**src/rtl/acc_pkg.sv**
```systemverilog
// Shared types for the accelerator instruction sequencer: instruction format,
// FPU operation codes, register-file data/address types and sequencer states.
package acc_pkg;

  localparam int unsigned DATA_W     = 32;
  localparam int unsigned REG_ADDR_W = 5;

  typedef logic [DATA_W-1:0]     data_t;
  typedef logic [REG_ADDR_W-1:0] reg_addr_t;

  typedef enum logic [2:0] {
    OP_FMADD  = 3'd0,
    OP_FMSUB  = 3'd1,
    OP_FNMADD = 3'd2,
    OP_FNMSUB = 3'd3,
    OP_PIVOT  = 3'd4,
    OP_FMUL   = 3'd5,
    OP_FADD   = 3'd6
  } acc_op_t;

  typedef struct packed {
    acc_op_t         op;
    reg_addr_t [2:0] rs;
    reg_addr_t       rd;
    logic            wb_en;
  } acc_instr_t;

  typedef enum logic [2:0] {
    IDLE  = 3'd0,
    READ  = 3'd1,
    ISSUE = 3'd2,
    WAIT  = 3'd3,
    WRITE = 3'd4
  } seq_state_e;

  // Timer needs to hold TIMEOUT_CYCLES-1 plus one spare bit for saturation headroom.
  function automatic int unsigned timer_width(input int unsigned cycles);
    return $clog2(cycles) + 1;
  endfunction

endpackage

```
**src/rtl/acc_instr_seq_if.sv**
```systemverilog
// Bundle of all sequencer-facing buses: instruction input, register-file
// read/write ports, FPU issue/result and status counters.
interface acc_instr_seq_if
  import acc_pkg::*;
#(
  parameter int unsigned CNT_W = 32
);

  acc_instr_t       acc_instr_i;
  logic             acc_instr_valid_i;
  logic             ready_o;
  logic             busy_o;

  reg_addr_t [2:0]  raddr_o;
  logic             rready_o;
  data_t [2:0]      rdata_i;
  logic             rvalid_i;

  reg_addr_t        waddr_o;
  data_t            wdata_o;
  logic             wren_o;
  logic             wready_i;

  acc_op_t          fpu_op_o;
  data_t [2:0]      fpu_opnd_o;
  logic             fpu_valid_o;
  logic             fpu_ready_i;
  data_t            fpu_result_i;
  logic             fpu_result_valid_i;

  logic             err_o;
  logic [CNT_W-1:0] retired_o;
  logic [CNT_W-1:0] aborted_o;

  modport slave (
    input  acc_instr_i, acc_instr_valid_i,
    output ready_o, busy_o,
    output raddr_o, rready_o,
    input  rdata_i, rvalid_i,
    output waddr_o, wdata_o, wren_o,
    input  wready_i,
    output fpu_op_o, fpu_opnd_o, fpu_valid_o,
    input  fpu_ready_i, fpu_result_i, fpu_result_valid_i,
    output err_o, retired_o, aborted_o
  );

  modport master (
    output acc_instr_i, acc_instr_valid_i,
    input  ready_o, busy_o,
    input  raddr_o, rready_o,
    output rdata_i, rvalid_i,
    input  waddr_o, wdata_o, wren_o,
    output wready_i,
    input  fpu_op_o, fpu_opnd_o, fpu_valid_o,
    output fpu_ready_i, fpu_result_i, fpu_result_valid_i,
    input  err_o, retired_o, aborted_o
  );

endinterface

```
**src/rtl/acc_seq_timer.sv**
```systemverilog
// Clearable saturating up-counter with an equality compare against LIMIT;
// used to bound how long the sequencer waits for an FPU result.
module acc_seq_timer #(
  parameter int unsigned LIMIT = 63,
  parameter int unsigned W     = 7
) (
  input  logic clk_i,
  input  logic rst_i,
  input  logic clr_i,
  input  logic en_i,
  output logic expired_o
);

  logic [W-1:0] count_reg;

  always_ff @(posedge clk_i or posedge rst_i) begin
    if (rst_i) begin
      count_reg <= '0;
    end else if (clr_i) begin
      count_reg <= '0;
    end else if (en_i && (count_reg != {W{1'b1}})) begin
      count_reg <= count_reg + W'(1);
    end
  end

  assign expired_o = (count_reg == W'(LIMIT));

endmodule

```
**src/rtl/acc_instr_seq.sv**
```systemverilog
// Single-issue accelerator instruction sequencer: read three operands, issue to
// the FPU, wait (bounded) for the result, optionally write it back.
module acc_instr_seq
  import acc_pkg::*;
#(
  parameter int unsigned TIMEOUT_CYCLES = 64,
  parameter int unsigned CNT_W          = 32
) (
  input logic            clk_i,
  input logic            rst_i,
  acc_instr_seq_if.slave bus
);

  localparam logic [2:0] S_IDLE  = IDLE;
  localparam logic [2:0] S_READ  = READ;
  localparam logic [2:0] S_ISSUE = ISSUE;
  localparam logic [2:0] S_WAIT  = WAIT;
  localparam logic [2:0] S_WRITE = WRITE;

  localparam int unsigned TMR_W = timer_width(TIMEOUT_CYCLES);

  if (TIMEOUT_CYCLES < 1) begin : g_bad_timeout
    $error("TIMEOUT_CYCLES must be at least 1");
  end

  logic [2:0]       state_reg;
  acc_instr_t       instr_reg;
  data_t [2:0]      opnd_reg;
  data_t            result_reg;
  logic [CNT_W-1:0] retired_reg;
  logic [CNT_W-1:0] aborted_reg;
  logic             err_reg;

  logic timer_clr;
  logic timer_en;
  logic timer_expired;

  assign timer_clr = (state_reg == S_ISSUE) && bus.fpu_ready_i;
  assign timer_en  = (state_reg == S_WAIT);

  acc_seq_timer #(
    .LIMIT (TIMEOUT_CYCLES - 1),
    .W     (TMR_W)
  ) u_timer (
    .clk_i     (clk_i),
    .rst_i     (rst_i),
    .clr_i     (timer_clr),
    .en_i      (timer_en),
    .expired_o (timer_expired)
  );

  always_ff @(posedge clk_i or posedge rst_i) begin
    if (rst_i) begin
      state_reg   <= S_IDLE;
      instr_reg   <= '0;
      opnd_reg    <= '0;
      result_reg  <= '0;
      retired_reg <= '0;
      aborted_reg <= '0;
      err_reg     <= 1'b0;
    end else begin
      err_reg <= 1'b0;
      case (state_reg)
        S_IDLE: begin
          if (bus.acc_instr_valid_i) begin
            instr_reg <= bus.acc_instr_i;
            state_reg <= S_READ;
          end
        end
        S_READ: begin
          if (bus.rvalid_i) begin
            opnd_reg  <= bus.rdata_i;
            state_reg <= S_ISSUE;
          end
        end
        S_ISSUE: begin
          if (bus.fpu_ready_i) begin
            state_reg <= S_WAIT;
          end
        end
        S_WAIT: begin
          // A result landing on the expiry cycle still completes the instruction.
          if (bus.fpu_result_valid_i) begin
            result_reg <= bus.fpu_result_i;
            if (instr_reg.wb_en) begin
              state_reg <= S_WRITE;
            end else begin
              retired_reg <= retired_reg + 1'b1;
              state_reg   <= S_IDLE;
            end
          end else if (timer_expired) begin
            err_reg     <= 1'b1;
            aborted_reg <= aborted_reg + 1'b1;
            state_reg   <= S_IDLE;
          end
        end
        S_WRITE: begin
          if (bus.wready_i) begin
            retired_reg <= retired_reg + 1'b1;
            state_reg   <= S_IDLE;
          end
        end
        default: begin
          state_reg <= S_IDLE;
        end
      endcase
    end
  end

  // Every output comes from a register or a state decode, never from an input.
  for (genvar gi = 0; gi < 3; gi++) begin : g_operands
    assign bus.raddr_o[gi]    = instr_reg.rs[gi];
    assign bus.fpu_opnd_o[gi] = opnd_reg[gi];
  end

  assign bus.ready_o     = (state_reg == S_IDLE);
  assign bus.busy_o      = (state_reg != S_IDLE);
  assign bus.rready_o    = (state_reg == S_READ);
  assign bus.fpu_valid_o = (state_reg == S_ISSUE);
  assign bus.fpu_op_o    = instr_reg.op;
  assign bus.wren_o      = (state_reg == S_WRITE);
  assign bus.waddr_o     = instr_reg.rd;
  assign bus.wdata_o     = result_reg;
  assign bus.err_o       = err_reg;
  assign bus.retired_o   = retired_reg;
  assign bus.aborted_o   = aborted_reg;

endmodule
```
**src/flat_wrapper.sv**
```systemverilog
// flat-port wrapper written by rule: the top's interface ports become plain ports
module acc_instr_seq_flat import acc_pkg::*;
#(
  parameter int unsigned TIMEOUT_CYCLES = 64,
  parameter int unsigned CNT_W          = 32
)
  (clk_i, rst_i, bus_acc_instr_i, bus_acc_instr_valid_i, bus_ready_o, bus_busy_o, bus_raddr_o, bus_rready_o, bus_rdata_i, bus_rvalid_i, bus_waddr_o, bus_wdata_o, bus_wren_o, bus_wready_i, bus_fpu_op_o, bus_fpu_opnd_o, bus_fpu_valid_o, bus_fpu_ready_i, bus_fpu_result_i, bus_fpu_result_valid_i, bus_err_o, bus_retired_o, bus_aborted_o);
  acc_instr_seq_if #(.CNT_W(CNT_W)) bus_i ();
  input logic clk_i;
  input logic rst_i;
  input wire logic [$bits(bus_i.acc_instr_i)-1:0] bus_acc_instr_i;
  input wire logic [$bits(bus_i.acc_instr_valid_i)-1:0] bus_acc_instr_valid_i;
  output wire logic [$bits(bus_i.ready_o)-1:0] bus_ready_o;
  output wire logic [$bits(bus_i.busy_o)-1:0] bus_busy_o;
  output wire logic [$bits(bus_i.raddr_o)-1:0] bus_raddr_o;
  output wire logic [$bits(bus_i.rready_o)-1:0] bus_rready_o;
  input wire logic [$bits(bus_i.rdata_i)-1:0] bus_rdata_i;
  input wire logic [$bits(bus_i.rvalid_i)-1:0] bus_rvalid_i;
  output wire logic [$bits(bus_i.waddr_o)-1:0] bus_waddr_o;
  output wire logic [$bits(bus_i.wdata_o)-1:0] bus_wdata_o;
  output wire logic [$bits(bus_i.wren_o)-1:0] bus_wren_o;
  input wire logic [$bits(bus_i.wready_i)-1:0] bus_wready_i;
  output wire logic [$bits(bus_i.fpu_op_o)-1:0] bus_fpu_op_o;
  output wire logic [$bits(bus_i.fpu_opnd_o)-1:0] bus_fpu_opnd_o;
  output wire logic [$bits(bus_i.fpu_valid_o)-1:0] bus_fpu_valid_o;
  input wire logic [$bits(bus_i.fpu_ready_i)-1:0] bus_fpu_ready_i;
  input wire logic [$bits(bus_i.fpu_result_i)-1:0] bus_fpu_result_i;
  input wire logic [$bits(bus_i.fpu_result_valid_i)-1:0] bus_fpu_result_valid_i;
  output wire logic [$bits(bus_i.err_o)-1:0] bus_err_o;
  output wire logic [$bits(bus_i.retired_o)-1:0] bus_retired_o;
  output wire logic [$bits(bus_i.aborted_o)-1:0] bus_aborted_o;
  assign bus_i.acc_instr_i = bus_acc_instr_i;
  assign bus_i.acc_instr_valid_i = bus_acc_instr_valid_i;
  assign bus_ready_o = bus_i.ready_o;
  assign bus_busy_o = bus_i.busy_o;
  assign bus_raddr_o = bus_i.raddr_o;
  assign bus_rready_o = bus_i.rready_o;
  assign bus_i.rdata_i = bus_rdata_i;
  assign bus_i.rvalid_i = bus_rvalid_i;
  assign bus_waddr_o = bus_i.waddr_o;
  assign bus_wdata_o = bus_i.wdata_o;
  assign bus_wren_o = bus_i.wren_o;
  assign bus_i.wready_i = bus_wready_i;
  assign bus_fpu_op_o = bus_i.fpu_op_o;
  assign bus_fpu_opnd_o = bus_i.fpu_opnd_o;
  assign bus_fpu_valid_o = bus_i.fpu_valid_o;
  assign bus_i.fpu_ready_i = bus_fpu_ready_i;
  assign bus_i.fpu_result_i = bus_fpu_result_i;
  assign bus_i.fpu_result_valid_i = bus_fpu_result_valid_i;
  assign bus_err_o = bus_i.err_o;
  assign bus_retired_o = bus_i.retired_o;
  assign bus_aborted_o = bus_i.aborted_o;
  acc_instr_seq #(.TIMEOUT_CYCLES(TIMEOUT_CYCLES), .CNT_W(CNT_W)) u_core (.clk_i(clk_i), .rst_i(rst_i), .bus(bus_i));
endmodule
```
**config.mk**
```make
export PLATFORM = sky130hd
export DESIGN_NAME = acc_instr_seq_flat
export DESIGN_NICKNAME = d
export VERILOG_FILES = /design/src/rtl/acc_pkg.sv /design/src/rtl/acc_instr_seq_if.sv /design/src/rtl/acc_seq_timer.sv /design/src/rtl/acc_instr_seq.sv /design/src/flat_wrapper.sv
export SDC_FILE = /design/constraint.sdc
export NUM_CORES = 1
export LEC_CHECK = 0
export ABC_AREA = 1
export BUFFER_PORTS_ARGS = -buffer_cell sky130_fd_sc_hd__buf_2
export CAP_MARGIN = 20
export CELL_PAD_IN_SITES_DETAIL_PLACEMENT = 1
export CELL_PAD_IN_SITES_GLOBAL_PLACEMENT = 2
export CORE_AREA = 2 2 184 186
export DETAILED_ROUTE_END_ITERATION = 8
export DIE_AREA = 0 0 186 188
export MAX_ROUTING_LAYER = met4
export PLACE_DENSITY = 0.81
export SLEW_MARGIN = 40
export SYNTH_ARGS = -nofsm -noshare
export SYNTH_HDL_FRONTEND = slang
export SYNTH_SLANG_ARGS = --single-unit
```
**constraint.sdc**
```tcl
create_clock -name clk_i -period 21.7 [get_ports clk_i]
set_input_delay 3.255 -clock clk_i [delete_from_list [all_inputs] [get_ports clk_i]]
set_output_delay 3.255 -clock clk_i [all_outputs]
set_load 0.01 [all_outputs]
```
==> results_dict.tcl, run 1 <==
set metrics [dict create \
    first_pass_iters 4 \
    postPlaceCellArea_um2 12620 \
    fin_skew_ns 0.008741 \
    clkSinkCount 227 \
    drc 0 \
    wl_um 32330 \
    dp.cells 1788 \
    p_int_mw 1.178 \
    num_vias 8304 \
    viasPerCell 4.496 \
    post-route-period-util 0.2214 \
    layout_commonest_cell "buf_2" \
    crit_required_ns 18.45 \
    fillers 3847 \
    fp-row-count 67 \
    final_core_util 0.4106 \
    dp_hpwl_um 24280 \
    finalInstanceArea_um2 13600 \
    clockRootBuffer "clkbuf_16" \
    synth_area_um2 10460 \
    drtIter0Drc 227 \
    cts_buffers 27 \
    cts_resized 0 \
    antenna_left 0 \
    nNetsFinal 1531 \
    areaGrowthSynthToFinish_pct 29.96 \
    fin_hold_ws_ns 0.4836 \
    yosysWarnings 0 \
    pre_cts_ws_ns 16.48 \
    period_minus_slack_ns 4.804 \
    top_layer_used "met4" \
    dieHeight_um 188 \
    io-pin-count 380 \
    largest_register_ffs 96 \
    fin_setup_tns_ns 0 \
    pwr-share-clk 0.273 \
    grt_pass1_vias 9173 \
    io_buffers 379 \
    cellPowerDensity_nw_per_um2 129.5 \
    grt.overflow.total 0 \
    post_drt_wl_per_cell_um 17.51 \
    regArea_um2 5680 \
    gp_congestion 0.8081 \
    sw_frac_of_total 0.3307 \
    cpMaxStageDelayCell "dfrtp_1" \
    final_layout_size_suffix_gt1_frac 0.4132 \
    grt_use_total 0.1906 \
    worst_pin_slew_ns 0.7348 \
    criticalPathCategory "reg -> out" \
    ir_drop_mv 0.07358 \
    grt_max_degree 101 \
    final_cell_mix "buf_2, nand2_1, dfrtp_1" \
    seq_power_share 0.382 \
    path_cells "nor2_1 -> nand2_1 -> inv_1 -> buf_2" \
    cp-start-kind "flop" \
    report.final.slew_viol_count 0 \
    power_leakage_nw 6.939 \
    outcome "finished, final reports clean" \
    critPathArrivalTime_ns 1.55 \
    grt_pass1_wl_um 50930 \
    synth_cell_type_count 26 \
    dr_wl_met2_um 16060 \
    drv_cap 0 \
    cts_hold_buf 0 \
    total_power_mw 1.760 \
    multi_input_area_um2 4144 \
    cts_max_path_buffers 3 \
    setup_ws_ns 16.90 \
    slowest_delay_ns 0.45 \
    clk_pin_slew_ns 0.06 \
    hold_class "reg -> reg" \
    syn_area_per_cell_um2 10.43 \
    ys_seq_area_frac 0.5430 \
    post_cts_buffers 0 \
    die_x_um 186 \
    core_um2 33110 \
    finalHoldViolCount 0 \
    synth_nets 1165 \
    switching_power_mw 0.5822 \
    end_kind "output pin" \
    combPwrFrac 0.345 \
    fin_cells 1847 \
    synth-seq-cells 227 \
    worstPathMaxFanout 6 \
    max_clock_freq_mhz 208.2 \
    initial_utilization 0.3159 \
    wl_met3_um 2147 \
    netlist_instances 1003 \
    htreeDepth 1 \
    clk_latency_ns 0.53 \
    setup_viol_count_final 0 \
    slew_headroom 0.5101 \
    antenna_found_initial 9 \
    cts_tree "built" \
    met1_length_um 12850 \
    rsz0062_at_grt "false" \
    fp.dieArea_um2 34970 \
]
## synth_stat cells
cell,number,share of area
nand2_1,275,0.099
dfrtp_1,227,0.54
nor2_1,93,0.033
mux2_2,78,0.084
inv_1,74,0.027
nand3_1,51,0.024
mux2_4,50,0.072
buf_4,25,0.018
mux2_1,23,0.025
xnor2_1,16,0.013
xor2_1,15,0.013
nand4_1,14,0.0084
buf_2,12,0.0057
buf_6,9,0.0097
o21ai_0,9,0.0043
inv_2,6,0.0022
nor3_1,5,0.0024
nand2_2,4,0.0024
nand3b_1,4,0.0029
nor2_4,4,0.0043
ha_1,3,0.0036
a21oi_1,2,0.00096
nand2_4,1,0.0011
nor2_2,1,0.00060
o21ai_1,1,0.00048
o31ai_1,1,0.00072
## critical path: cells and delay by family, from the launching register on
| family | cells | cell delay (ns) |
|---|---|---|
| buffers and inverters | 2 | 0.25 |
| AND/OR/NAND/NOR | 2 | 0.32 |
| flip-flops | 1 | 0.45 |
## power groups by stage
| stage | registers [mW] | logic, mW | clock network (mW) |
|---|---|---|---|
| after floorplan | 0.727 | 0.336 | 0 |
| after global placement | 0.669 | 0.602 | 0 |
| after detailed placement | 0.675 | 0.618 | 0 |
| after CTS | 0.673 | 0.620 | 0.495 |
| after global routing | 0.693 | 0.655 | 0.513 |
| final | 0.673 | 0.608 | 0.480 |
## worst paths after layout
path                                              from                        end  slack, ns  depth (start not counted)
worst min-delay path            u_core.bus.wdata_o[14]     u_core.bus.wdata_o[14]       0.48                          1
worst max-delay path               u_core.state_reg[0]            bus_fpu_valid_o      16.90                          4
min in group asynchronous                        rst_i  u_core.bus.fpu_opnd_o[40]       2.85                          2
worst min register to register  u_core.bus.wdata_o[14]     u_core.bus.wdata_o[14]       0.48                          1
worst max register to register     u_core.state_reg[0]  u_core.bus.fpu_opnd_o[14]      19.33                          7
max in group asynchronous                        rst_i           u_core.bus.err_o      17.68                          3
## cell type report
class / count / share of cell area
diodes: 10 / 0.001841
flip-flops and latches: 227 / 0.4178
repair buffers: 383 / 0.1426
well taps: 448 / 0.04123
clock buffers: 37 / 0.05687
multi-input cells: 650 / 0.3048
inverters: 80 / 0.02264
clock inverters: 12 / 0.01224
## cells by family (layout without fill, tap and decap cells)
kind of cell / count (synthesis) / in the layout / share of synthesized area
buffers and inverters: 126 / 512 / 0.06207
other: 0 / 10 / 0
DFF: 227 / 227 / 0.5430
muxes: 151 / 151 / 0.1805
and+or+nand+nor: 452 / 452 / 0.1784
AOI/OAI and AO/OA: 13 / 13 / 0.006458
xor gates and xnor gates: 31 / 31 / 0.02595
adders and majority gates: 3 / 3 / 0.003588
## layer usage
| layer | up-vias | track usage |
|---|---|---|
| li1 | 3937 | - |
| met1 | 4049 | 0.2175 |
| met2 | 247 | 0.3221 |
| met3 | 71 | 0.04700 |
| met4 | 0 | 0.07026 |
| met5 | - | - |
(Power assumes the default switching activity.)
==> run 2: changes to the inputs <==
--- a/config.mk
+++ b/config.mk
@@ -10,11 +10,11 @@
 export CAP_MARGIN = 20
 export CELL_PAD_IN_SITES_DETAIL_PLACEMENT = 1
 export CELL_PAD_IN_SITES_GLOBAL_PLACEMENT = 2
-export CORE_AREA = 2 2 184 186
+export CORE_AREA = 2 2 200 202
 export DETAILED_ROUTE_END_ITERATION = 8
-export DIE_AREA = 0 0 186 188
+export DIE_AREA = 0 0 202 204
 export MAX_ROUTING_LAYER = met4
-export PLACE_DENSITY = 0.81
+export PLACE_DENSITY = 0.73
 export SLEW_MARGIN = 40
 export SYNTH_ARGS = -nofsm -noshare
 export SYNTH_HDL_FRONTEND = slang
==> constraint.sdc (replaced) <==
create_clock -name clk_i -period 3.9 [get_ports clk_i]
set_input_delay 0.585 -clock clk_i [delete_from_list [all_inputs] [get_ports clk_i]]
set_output_delay 0.585 -clock clk_i [all_outputs]
set_load 0.01 [all_outputs]
==> run 2 against run 1 <==
Against the previous run:
- clock-buffer cell count grew 3
- power grew to 5.6 times the previous value
- global-route usage shrank 2.9 points
- final cell count grew 4.1%
- sequential share of layout area shrank 0.50 points
- setup slack lost 15 ns
- combinational power grew to 5.6 times the previous value
- first-iteration DRC count grew 2.6%
- register-to-register slack lost 18 ns
- via count shrank 0.95%
- worst hold slack lost 0.39 ns
- core utilization shrank 5.9 points
==> results_dict.tcl, run 2 (synthesized netlist as in run 1, its figures left out) <==
set metrics [dict create \
    period_minus_slack_ns 2.293 \
    cts_max_path_buffers 3 \
    slew_headroom 0.5550 \
    worst-path-buf-inv 1 \
    htreeDepth 1 \
    clockRootBuffer "clkbuf_16" \
    slowest_delay_ns 0.45 \
    clkSinkCount 227 \
    viasPerCell 4.277 \
    post_cts_buffers 0 \
    postPlaceCellArea_um2 12750 \
    drv_cap 0 \
    dieHeight_um 204 \
    post-route-period-util 0.5879 \
    cp_common_cell "nand2_1" \
    worstPathMaxFanout 21 \
    largest_register_ffs 96 \
    finalHoldViolCount 0 \
    grt.overflow.total 0 \
    crit_family "simple AND/OR/NAND/NOR gates" \
    end_kind "flop" \
    antenna_found_initial 6 \
    fillers 4548 \
    fin_setup_tns_ns 0 \
    final_layout_size_suffix_gt1_frac 0.4145 \
    cts_hold_buf 0 \
    fin_skew_ns 0.06004 \
    cp-start-kind "flop" \
    report.final.slew_viol_count 0 \
    total_power_mw 9.820 \
    areaGrowthSynthToFinish_pct 31.54 \
    num_vias 8225 \
    fp-row-count 73 \
    max_clock_freq_mhz 436.2 \
    wl_um 32700 \
    io_buffers 379 \
    cpMaxStageDelayCell "inv_2" \
    fin_hold_ws_ns 0.09467 \
    hold_class "in -> async" \
    io-pin-count 380 \
    criticalPathCategory "reg -> reg" \
    setup_viol_count_final 0 \
    power_leakage_nw 6.965 \
    grt_use_total 0.1611 \
    worst_pin_slew_ns 0.6668 \
    initial_utilization 0.2670 \
    rsz0062_at_grt "false" \
    clk_pin_slew_ns 0.06 \
    outcome "finished, final reports clean" \
    critPathArrivalTime_ns 2.72 \
    finalInstanceArea_um2 13760 \
    cts_tree "built" \
    die_x_um 202 \
    clk_latency_ns 0.59 \
    cts_resized 0 \
    final_core_util 0.3512 \
    cts_buffers 28 \
    first_pass_iters 4 \
    crit_required_ns 4.32 \
    fp.dieArea_um2 41210 \
    grt_pass1_vias 8909 \
    ir_drop_mv 0.4420 \
    layout_commonest_cell "buf_2" \
    post_drt_wl_per_cell_um 17.00 \
    dp_hpwl_um 24710 \
    path_cells "ha_1 -> nand3_1 -> nor2_1 -> nand2_2 -> inv_2 -> nand2_1 -> o21ai_1 -> nand2_1" \
    cellPowerDensity_nw_per_um2 713.6 \
    core_um2 39180 \
    antenna_left 0 \
    gp_congestion 0.7423 \
    final_cell_mix "buf_2, nand2_1, dfrtp_1" \
    grt_max_degree 137 \
    drc 0 \
    drtIter0Drc 233 \
    nNetsFinal 1533 \
    grt_pass1_wl_um 50840 \
]
[run 2: power breakdown]
group	internal [mW]	total, mW	switching, mW
registers	3.24	3.75	0.516
logic	1.69	3.39	1.70
clock network	1.60	2.68	1.07
[run 2: layout make-up]
class | instances | area, um^2 | area share
Antenna cell | 6 | 15.01 | 0.001091
Inverter | 80 | 304.0 | 0.02209
Timing Repair Buffer | 384 | 1992 | 0.1448
Tap cell | 525 | 656.9 | 0.04774
Sequential cell | 227 | 5680 | 0.4128
Multi-Input combinational cell | 650 | 4153 | 0.3018
Clock inverter | 11 | 133.9 | 0.009729
Clock buffer | 40 | 825.8 | 0.06001
[run 2: final timing paths]
check,from,end,slack [ns],depth (start not counted)
max in group asynchronous,rst_i,u_core.bus.fpu_opnd_o[24],2.96,4
max,u_core.u_timer.count_reg[1],u_core.bus.aborted_o[15],1.61,8
min,rst_i,u_core.bus.raddr_o[7],0.09,3
min reg2reg,u_core.bus.fpu_op_o[0],u_core.bus.fpu_op_o[0],0.49,1
min in group clk_i,bus_acc_instr_i[21],u_core.bus.fpu_op_o[0],0.20,2
max reg2reg,u_core.u_timer.count_reg[1],u_core.bus.aborted_o[15],1.61,8
[run 2: tightest hold or removal path, cell delays in order]
cell	delay, ns
buf_2	0.11
clkinvlp_4	0.11
buf_12	0.25
[run 2: per-layer routing]
layer | global-route usage | vias to the layer above | wire length (um) | part of all wire
li1 | - | 3941 | - | -
met1 | 0.1890 | 4002 | 13620 | 0.42
met2 | 0.2691 | 242 | 15910 | 0.49
met3 | 0.05054 | 40 | 2414 | 0.074
met4 | 0.03939 | 0 | 754 | 0.023
met5 | - | - | 0 | 0
[run 2: per-stage QoR]
step           setup slack [ns]  std cells
2_1_floorplan            0.3490       1003
3_3_place_gp              1.589       1865
3_5_place_dp              1.578       1865
4_1_cts                   1.503       1916
5_1_grt                   1.307       1923
6_report                  1.607       1923
